$ cat config.mk
export PLATFORM = sky130hd
export DESIGN_NAME = mem_arbiter
export DESIGN_NICKNAME = d
export VERILOG_FILES = /design/src/rtl/mem_arbiter.sv
export SDC_FILE = /design/constraint.sdc
export NUM_CORES = 1
export LEC_CHECK = 0
export CORE_AREA = 2 2 105 107
export CTS_CLUSTER_SIZE = 20
export DETAILED_ROUTE_END_ITERATION = 8
export DIE_AREA = 0 0 107 109
export GPL_ROUTABILITY_DRIVEN = 0
export SETUP_SLACK_MARGIN = 0.1
export SYNTH_ARGS = -nofsm -noshare
export SYNTH_HDL_FRONTEND = slang
export SYNTH_SLANG_ARGS = --single-unit
$ cat constraint.sdc
create_clock -name clk -period 1.8 [get_ports clk]
set_clock_uncertainty 0.15 [all_clocks]
set_input_delay 0.18 -clock clk [delete_from_list [all_inputs] [get_ports clk]]
set_output_delay 0.18 -clock clk [all_outputs]
set_load 0.02 [all_outputs]
$ cat src/rtl/mem_arbiter.sv
// Two-port arbiter sharing one single-port memory between instruction fetch and load/store.
// Load/store wins contention unless fetch has been denied STARVE_MAX times in a row.
module mem_arbiter #(
  parameter int unsigned STARVE_MAX = 4
) (
  input  logic        clk,
  input  logic        rst_n,
  input  logic        if_req,
  input  logic [31:0] if_addr,
  output logic        if_gnt,
  output logic        if_rvalid,
  output logic [31:0] if_rdata,
  input  logic        ls_req,
  input  logic        ls_we,
  input  logic [31:0] ls_addr,
  input  logic [31:0] ls_wdata,
  output logic        ls_gnt,
  output logic        ls_rvalid,
  output logic [31:0] ls_rdata,
  output logic        mem_en,
  output logic        mem_we,
  output logic [29:0] mem_addr,
  output logic [31:0] mem_wdata,
  input  logic [31:0] mem_rdata,
  output logic [3:0]  starve_cnt
);

  localparam logic [1:0] OWN_NONE  = 2'd0;
  localparam logic [1:0] OWN_IF    = 2'd1;
  localparam logic [1:0] OWN_LS_RD = 2'd2;
  localparam logic [1:0] OWN_LS_WR = 2'd3;
  localparam logic [3:0] STARVE_LIM = 4'(STARVE_MAX);

  logic [3:0] starve_q, starve_d;
  logic [1:0] owner_q, owner_d;
  logic       if_win_s, ls_win_s;

  // Grant decision; gated by rst_n so nothing is granted while in reset.
  always_comb begin
    if_win_s = 1'b0;
    ls_win_s = 1'b0;
    if (rst_n == 1'b0) begin
      if_win_s = 1'b0;
      ls_win_s = 1'b0;
    end else if (if_req && (!ls_req || (starve_q == STARVE_LIM))) begin
      if_win_s = 1'b1;
    end else if (ls_req) begin
      ls_win_s = 1'b1;
    end else begin
      if_win_s = 1'b0;
      ls_win_s = 1'b0;
    end
  end

  assign if_gnt     = if_win_s;
  assign ls_gnt     = ls_win_s;
  assign mem_en     = if_win_s | ls_win_s;
  assign mem_we     = ls_win_s & ls_we;
  assign mem_addr   = if_win_s ? if_addr[31:2] : (ls_win_s ? ls_addr[31:2] : 30'd0);
  assign mem_wdata  = ls_win_s ? ls_wdata : 32'd0;
  assign starve_cnt = starve_q;

  // Next starvation count and response owner.
  always_comb begin
    starve_d = starve_q;
    owner_d  = OWN_NONE;
    if (if_win_s) begin
      starve_d = 4'd0;
    end else if (if_req && ls_win_s) begin
      starve_d = (starve_q >= STARVE_LIM) ? STARVE_LIM : starve_q + 4'd1;
    end else if (!if_req) begin
      starve_d = 4'd0;
    end else begin
      starve_d = starve_q;
    end
    if (if_win_s) begin
      owner_d = OWN_IF;
    end else if (ls_win_s) begin
      owner_d = ls_we ? OWN_LS_WR : OWN_LS_RD;
    end else begin
      owner_d = OWN_NONE;
    end
  end

  // State registers; an async reset drops any pending response.
  always_ff @(posedge clk or negedge rst_n) begin
    if (!rst_n) begin
      starve_q <= 4'd0;
      owner_q  <= OWN_NONE;
    end else begin
      starve_q <= starve_d;
      owner_q  <= owner_d;
    end
  end

  // Response routing: only the owner of last cycle's grant sees memory data.
  always_comb begin
    if_rvalid = 1'b0;
    if_rdata  = 32'd0;
    ls_rvalid = 1'b0;
    ls_rdata  = 32'd0;
    case (owner_q)
      OWN_IF: begin
        if_rvalid = 1'b1;
        if_rdata  = mem_rdata;
      end
      OWN_LS_RD: begin
        ls_rvalid = 1'b1;
        ls_rdata  = mem_rdata;
      end
      OWN_LS_WR: begin
        ls_rvalid = 1'b1;
        ls_rdata  = 32'd0;
      end
      default: begin
        if_rvalid = 1'b0;
        ls_rvalid = 1'b0;
      end
    endcase
  end

endmodule

==> results.md, run 1 <==
- GRT Residual Overflow: 0
- Failing checks: negative setup slack
- Post-route minimum period: 2090 ps
- Fin crit share: 1.16
- Fmax achieved: 478 MHz
- Arrival time worst endpoint: 1760 ps
- Power per Cell Area: 303 nW/um^2
- CP Buf/Inv Count: 5
- Cell taking the most area after synthesis: and2_1
- Die Ht: 109 microns
- Layout area overhead: 288%
- Kind of critical path: flip-flop to output pin
- Rel. slew slack: 0.820
- CP dominant cell by count: buf_12
- Largest net degree at the start of global routing: 33
- Unrepaired setup endpoints after global routing: yes
- Clock network latency to the later pin of the worst-skew pair: 230 ps
- Met2 wire len: 5230 microns
- Antenna diodes: 0
- Initial Util: 0.129
- Place WS: -681 ps
- FP Rows: 38
- Clock Tree Buf Depth: 2
- DR DRC count: 0
- Core footprint: 10,600 sq um
- Top cells by count, synth: and2_1 (97), a22o_1 (30), buf_6 (9), clkbuf_1 (7), dfrtp_1 (6)
- DR vias: 2,540
- Primary FF master, synth: dfrtp_1
- Post-synth cell types: 27
- Antenna Nets Post-Route: 0
- Worst path slowest cell: dfrtp_2
- # H-tree levels: 1
- FFs w/ async S/R, synth: 1.00
- Count leader, synth: and2_1
- I/O pin cnt: 269
- Worst path max stage delay: 400 ps
- Initial drt markers: 48
- Flop and latch count out of synthesis: 6
- Pre-Repair DR Iteration Count: 2
- Yosys warns: 0
- Synth top area share: 0.445
- Vias per std cell: 4.08
- Die X: 107 microns
- Leakage: 0.00254 uW
- CP Max Fanout: 12
- Max-Cap Viols: 0
- Gr usage total: 0.139
- HPWL Detailed: 7130 microns
- Worst Tran Pin Value: 271 ps
- Setup Viol. Count Final: 64
- Crit-path leading delay family: buffers and inverters
- Slew Viols, Final: 0
- Setup WS post-layout: -294 ps
- Die area: 11,700 sq um
- Sequential fraction of the synthesis area: 0.110
- Initial antenna violation count: 1
- Vias in the first global route: 2,489
- Maximum VDD drop: 124 uV
- Clock Sinks: 6
- Number of enable flip-flop cells after synthesis: 0
- Setup tns final: -12,760 ps
- CP startpoint kind: flip-flop
- # fillers: 988
- Crit. End Element: output pin
- Cell Chain, Critical Path: inv_2, ha_4, a41oi_4, buf_12, buf_12, buf_16, a22o_4, buf_6
- Worst hold path class: input port to flip-flop
- TritonCTS Buffers: 3
- Worst-path clk slew: 40 ps
- CTS tree: done
- Nets: 618
- Global-route wire length before repair: 12,800 microns
- CP Data Required Time: 1470 ps
- M1 wire length: 2880 microns
- Post-Syn Instances: 180
- Post-synthesis average cell area: 7.58 sq um
- Routed WL: 9350 microns
- Mapped cell area: 1360 sq um
- Port Buffers: 264
- Layout cell share with drive strength beyond 1: 0.591
- Synthesized Nets: 315
- Outcome: finished with violations
- Final hold vios: 0
- Routed WL per cell: 15.0 microns
- CTS Root Cell: clkbuf_8
- Main area contributors after synthesis: and2_1 (44%), a22o_1 (19%), dfrtp_1 (11%), buf_6 (7.4%), clkbuf_1 (1.9%)
- Top sig layer: met5
- Met3 wire length: 1150 microns
==> cells by family (layout without fill, tap and decap cells) <==
family / after synthesis / in the layout / share of synthesized area
simple gates: 109 / 109 / 0.494
fa+ha+maj: 2 / 2 / 0.0183
compound gates: 40 / 40 / 0.261
buf+inv: 23 / 325 / 0.117
flops: 6 / 6 / 0.110
==> stage by stage <==
stage,hold WS [ps],cell area (sq um),cells,total power (uW),utilization
after floorplan,-266,1660,180,560,-
after global placement,443,4560,587,1170,0.430
after detailed placement,460,4560,587,1180,0.430
after CTS,362,5090,611,1520,0.480
after global routing,287,5300,622,1680,0.499
final,257,5300,622,1600,0.499
==> power breakdown <==
group	total (uW)	switching (uW)	internal [uW]
clock	217	63.8	153
sequential	145	4.28	140
combinational	1240	470	771
==> registers in the layout, summed over array words and instances, names as in the netlist <==
signal      count
starve_cnt      4
owner_q         2
==> worst paths after layout <==
| kind | to | from | cells after the start | slack (ps) |
|---|---|---|---|---|
| setup / recovery | mem_addr[5] | starve_cnt[0] | 8 | -290 |
| hold / removal | owner_q[1] | ls_req | 4 | 260 |
| setup reg to reg | owner_q[0] | starve_cnt[0] | 8 | 180 |
| hold reg to reg | starve_cnt[3] | starve_cnt[3] | 3 | 500 |
| max in group asynchronous | starve_cnt[0] | rst_n | 3 | 840 |
| min in group asynchronous | starve_cnt[2] | rst_n | 3 | 510 |
==> layout make-up <==
| class | count | area (sq um) | share of cell area |
|---|---|---|---|
| timing repair buffer | 317 | 3410 | 0.645 |
| multi-input combinational | 151 | 1490 | 0.282 |
| tap | 140 | 175 | 0.0331 |
| sequential | 6 | 153 | 0.0288 |
| clock buffer | 4 | 45.0 | 0.00851 |
| inverter | 4 | 15.0 | 0.00284 |
==> cells in the final DEF, fill, tap and decap left out, types with 4 or more instances in the layout <==
cell type	n
dlygate4sd2_1	4
and2_4	62
buf_4	33
and2_1	35
clkdlybuf4s50_1	127
buf_2	9
buf_16	9
buf_12	9
clkbuf_2	11
dfrtp_1	4
buf_6	106
a22o_4	28
==> layer usage <==
layer | up-vias | track usage
met3 | 6 | 0.0628
li1 | 1214 | -
met1 | 1156 | 0.122
met4 | 2 | 0.0278
met5 | - | 0
met2 | 162 | 0.289
==> worst reg2reg max path, cell delays in order (launching register included) <==
cell      delay [ps]
dfrtp_2          400
inv_2             70
ha_4             150
nand3b_1         130
a21oi_4          200
buf_6            140
buf_16           110
buf_4            100
a21o_1            90
==> what timing repair did <==
action,CTS,global route
gates cloned,9,5
endpoints found under the hold margin,6,0
buffers inserted,10,6
pin swaps,12,11
hold buffers,1,0
gates resized for setup,547,263
endpoints found under the setup margin,132,129
(Power assumes the default switching activity.)
==> run 2, diff against run 1 <==
CTS_BUF_LIST = sky130_fd_sc_hd__clkbuf_4 sky130_fd_sc_hd__clkbuf_8 sky130_fd_sc_hd__clkbuf_16   (was default)
==> results.md, run 2 (same netlist as run 1, synthesis figures left out) <==
- Sw frac: 0.333
- Global-route wire length before repair: 12,800 microns
- Layout area overhead: 289%
- Post-route minimum period: 2090 ps
- HPWL Detailed: 7130 microns
- Crit. End Element: output pin
- DR vias: 2,544
- Clock Sinks: 6
- CP Max Fanout: 12
- Final core utilization: 0.500
- Clk network pwr share: 0.144
- Slew Viols, Final: 0
- CTS Root Cell: clkbuf_8
- DR DRC count: 0
- Outcome: finished with violations
- Routed WL: 9350 microns
- Fin crit share: 1.16
- Arrival time worst endpoint: 1760 ps
- FP Rows: 38
- CP Data Required Time: 1470 ps
- Max-Cap Viols: 0
- Vias per std cell: 4.09
- Final hold vios: 0
- Seq pwr share: 0.089
- Layout cell share with drive strength beyond 1: 0.593
- Fmax achieved: 477 MHz
- CP startpoint kind: flip-flop
- Largest net degree at the start of global routing: 33
- Antenna Nets Post-Route: 0
- Power per Cell Area: 306 nW/um^2
- Vias in the first global route: 2,492
- P_sw: 540 uW
- # fillers: 986
- Worst hold path class: input port to flip-flop
- Clock network latency to the later pin of the worst-skew pair: 230 ps
- I/O pin cnt: 269
- Antenna diodes: 0
- Die area: 11,700 sq um
- CTS tree: done
- Comb power frac: 0.767
- Port Buffers: 264
- Post-DP Area: 4560 sq um
- Pre-Repair DR Iteration Count: 2
- # H-tree levels: 1
- Kind of critical path: flip-flop to output pin
- Setup WS post-layout: -295 ps
- Nets: 618
- Maximum VDD drop: 124 uV
- Initial drt markers: 47
- Unrepaired setup endpoints after global routing: yes
- Initial Util: 0.129
- Design area: 5300 sq um
- Core footprint: 10,600 sq um
- Place WS: -681 ps
- Max FFs per register: 4
- Die Ht: 109 microns
- Worst Tran Pin Value: 271 ps
- TritonCTS Buffers: 3
- Commonest non-fill, non-tap cell in the layout: clkdlybuf4s50_1
- Leakage: 0.00255 uW
- Clock Tree Buf Depth: 2
- GRT Residual Overflow: 0
- Most frequent cells in the layout: clkdlybuf4s50_1 (127), buf_6 (106), and2_4 (62)
- Routed WL per cell: 15.0 microns
- Power Total: 1620 uW
- Worst-path clk slew: 40 ps
- Failing checks: negative setup slack
- Rel. slew slack: 0.820
- Die X: 107 microns
- Setup Viol. Count Final: 64
- Gr usage total: 0.139
- Initial antenna violation count: 1
- Internal: 1080 uW
==> run 2: cell counts in the layout (fill, tap and decap cells not counted) <==
Identical to the previous run, type by type.
==> run 2: cell type report <==
type	instances	area, sq um	share of cell area
Multi-Input combinational cell	151	1490	0.282
Sequential cell	6	153	0.0288
Timing Repair Buffer	317	3410	0.644
Clock buffer	4	48.8	0.00921
Tap cell	140	175	0.0331
Inverter	4	15.0	0.00283
==> run 2: what timing repair did <==
item	in CTS	in global routing
pin swaps	12	11
setup buffers	10	6
endpoints found under the hold margin	6	0
endpoints found under the setup margin	132	129
gates cloned	9	5
resized for setup	547	263
hold buffers	1	0
==> run 2: metrics by stage <==
step	std cells	hold slack (ps)	TNS, ps
floorplan	180	-266	0
global placement	587	443	-44690
finish	622	257	-12810
CTS	611	361	-15940
detailed placement	587	460	-47880
global route	622	287	-16790
==> run 2: path summary, 6_finish.rpt <==
check	slack, ps	depth (start not counted)	end	start
worst max-delay path	-290	8	mem_addr[5]	starve_cnt[0]
worst min-delay path	260	4	owner_q[1]	ls_req
worst max register to register	180	8	owner_q[0]	starve_cnt[0]
worst min register to register	490	3	starve_cnt[3]	starve_cnt[3]
max in group asynchronous	850	3	starve_cnt[0]	rst_n
min in group asynchronous	510	3	starve_cnt[2]	rst_n
==> run 2: layer usage <==
layer	global-route usage	vias up	part of all wire
met3	0.0628	6	0.12
li1	-	1213	-
met2	0.289	162	0.56
met5	0	-	0.0017
met1	0.122	1161	0.31
met4	0.0278	2	0.0077
==> run 2: critical path: stages, from the launching register on <==
cell and delay [ps]:
dfrtp_2 400, inv_2 70, ha_4 150, a41oi_4 100
buf_12 180, buf_12 130, buf_16 140, a22o_4 210
buf_6 130
==> run 2: power groups by stage <==
| stage | Clock (uW) | Combinational (uW) | Sequential, uW |
|---|---|---|---|
| after detailed placement | 0 | 1040 | 145 |
| after global placement | 0 | 1030 | 144 |
| after floorplan | 0 | 413 | 147 |
| after global routing | 248 | 1310 | 145 |
| after CTS | 241 | 1150 | 144 |
| final | 234 | 1240 | 145 |
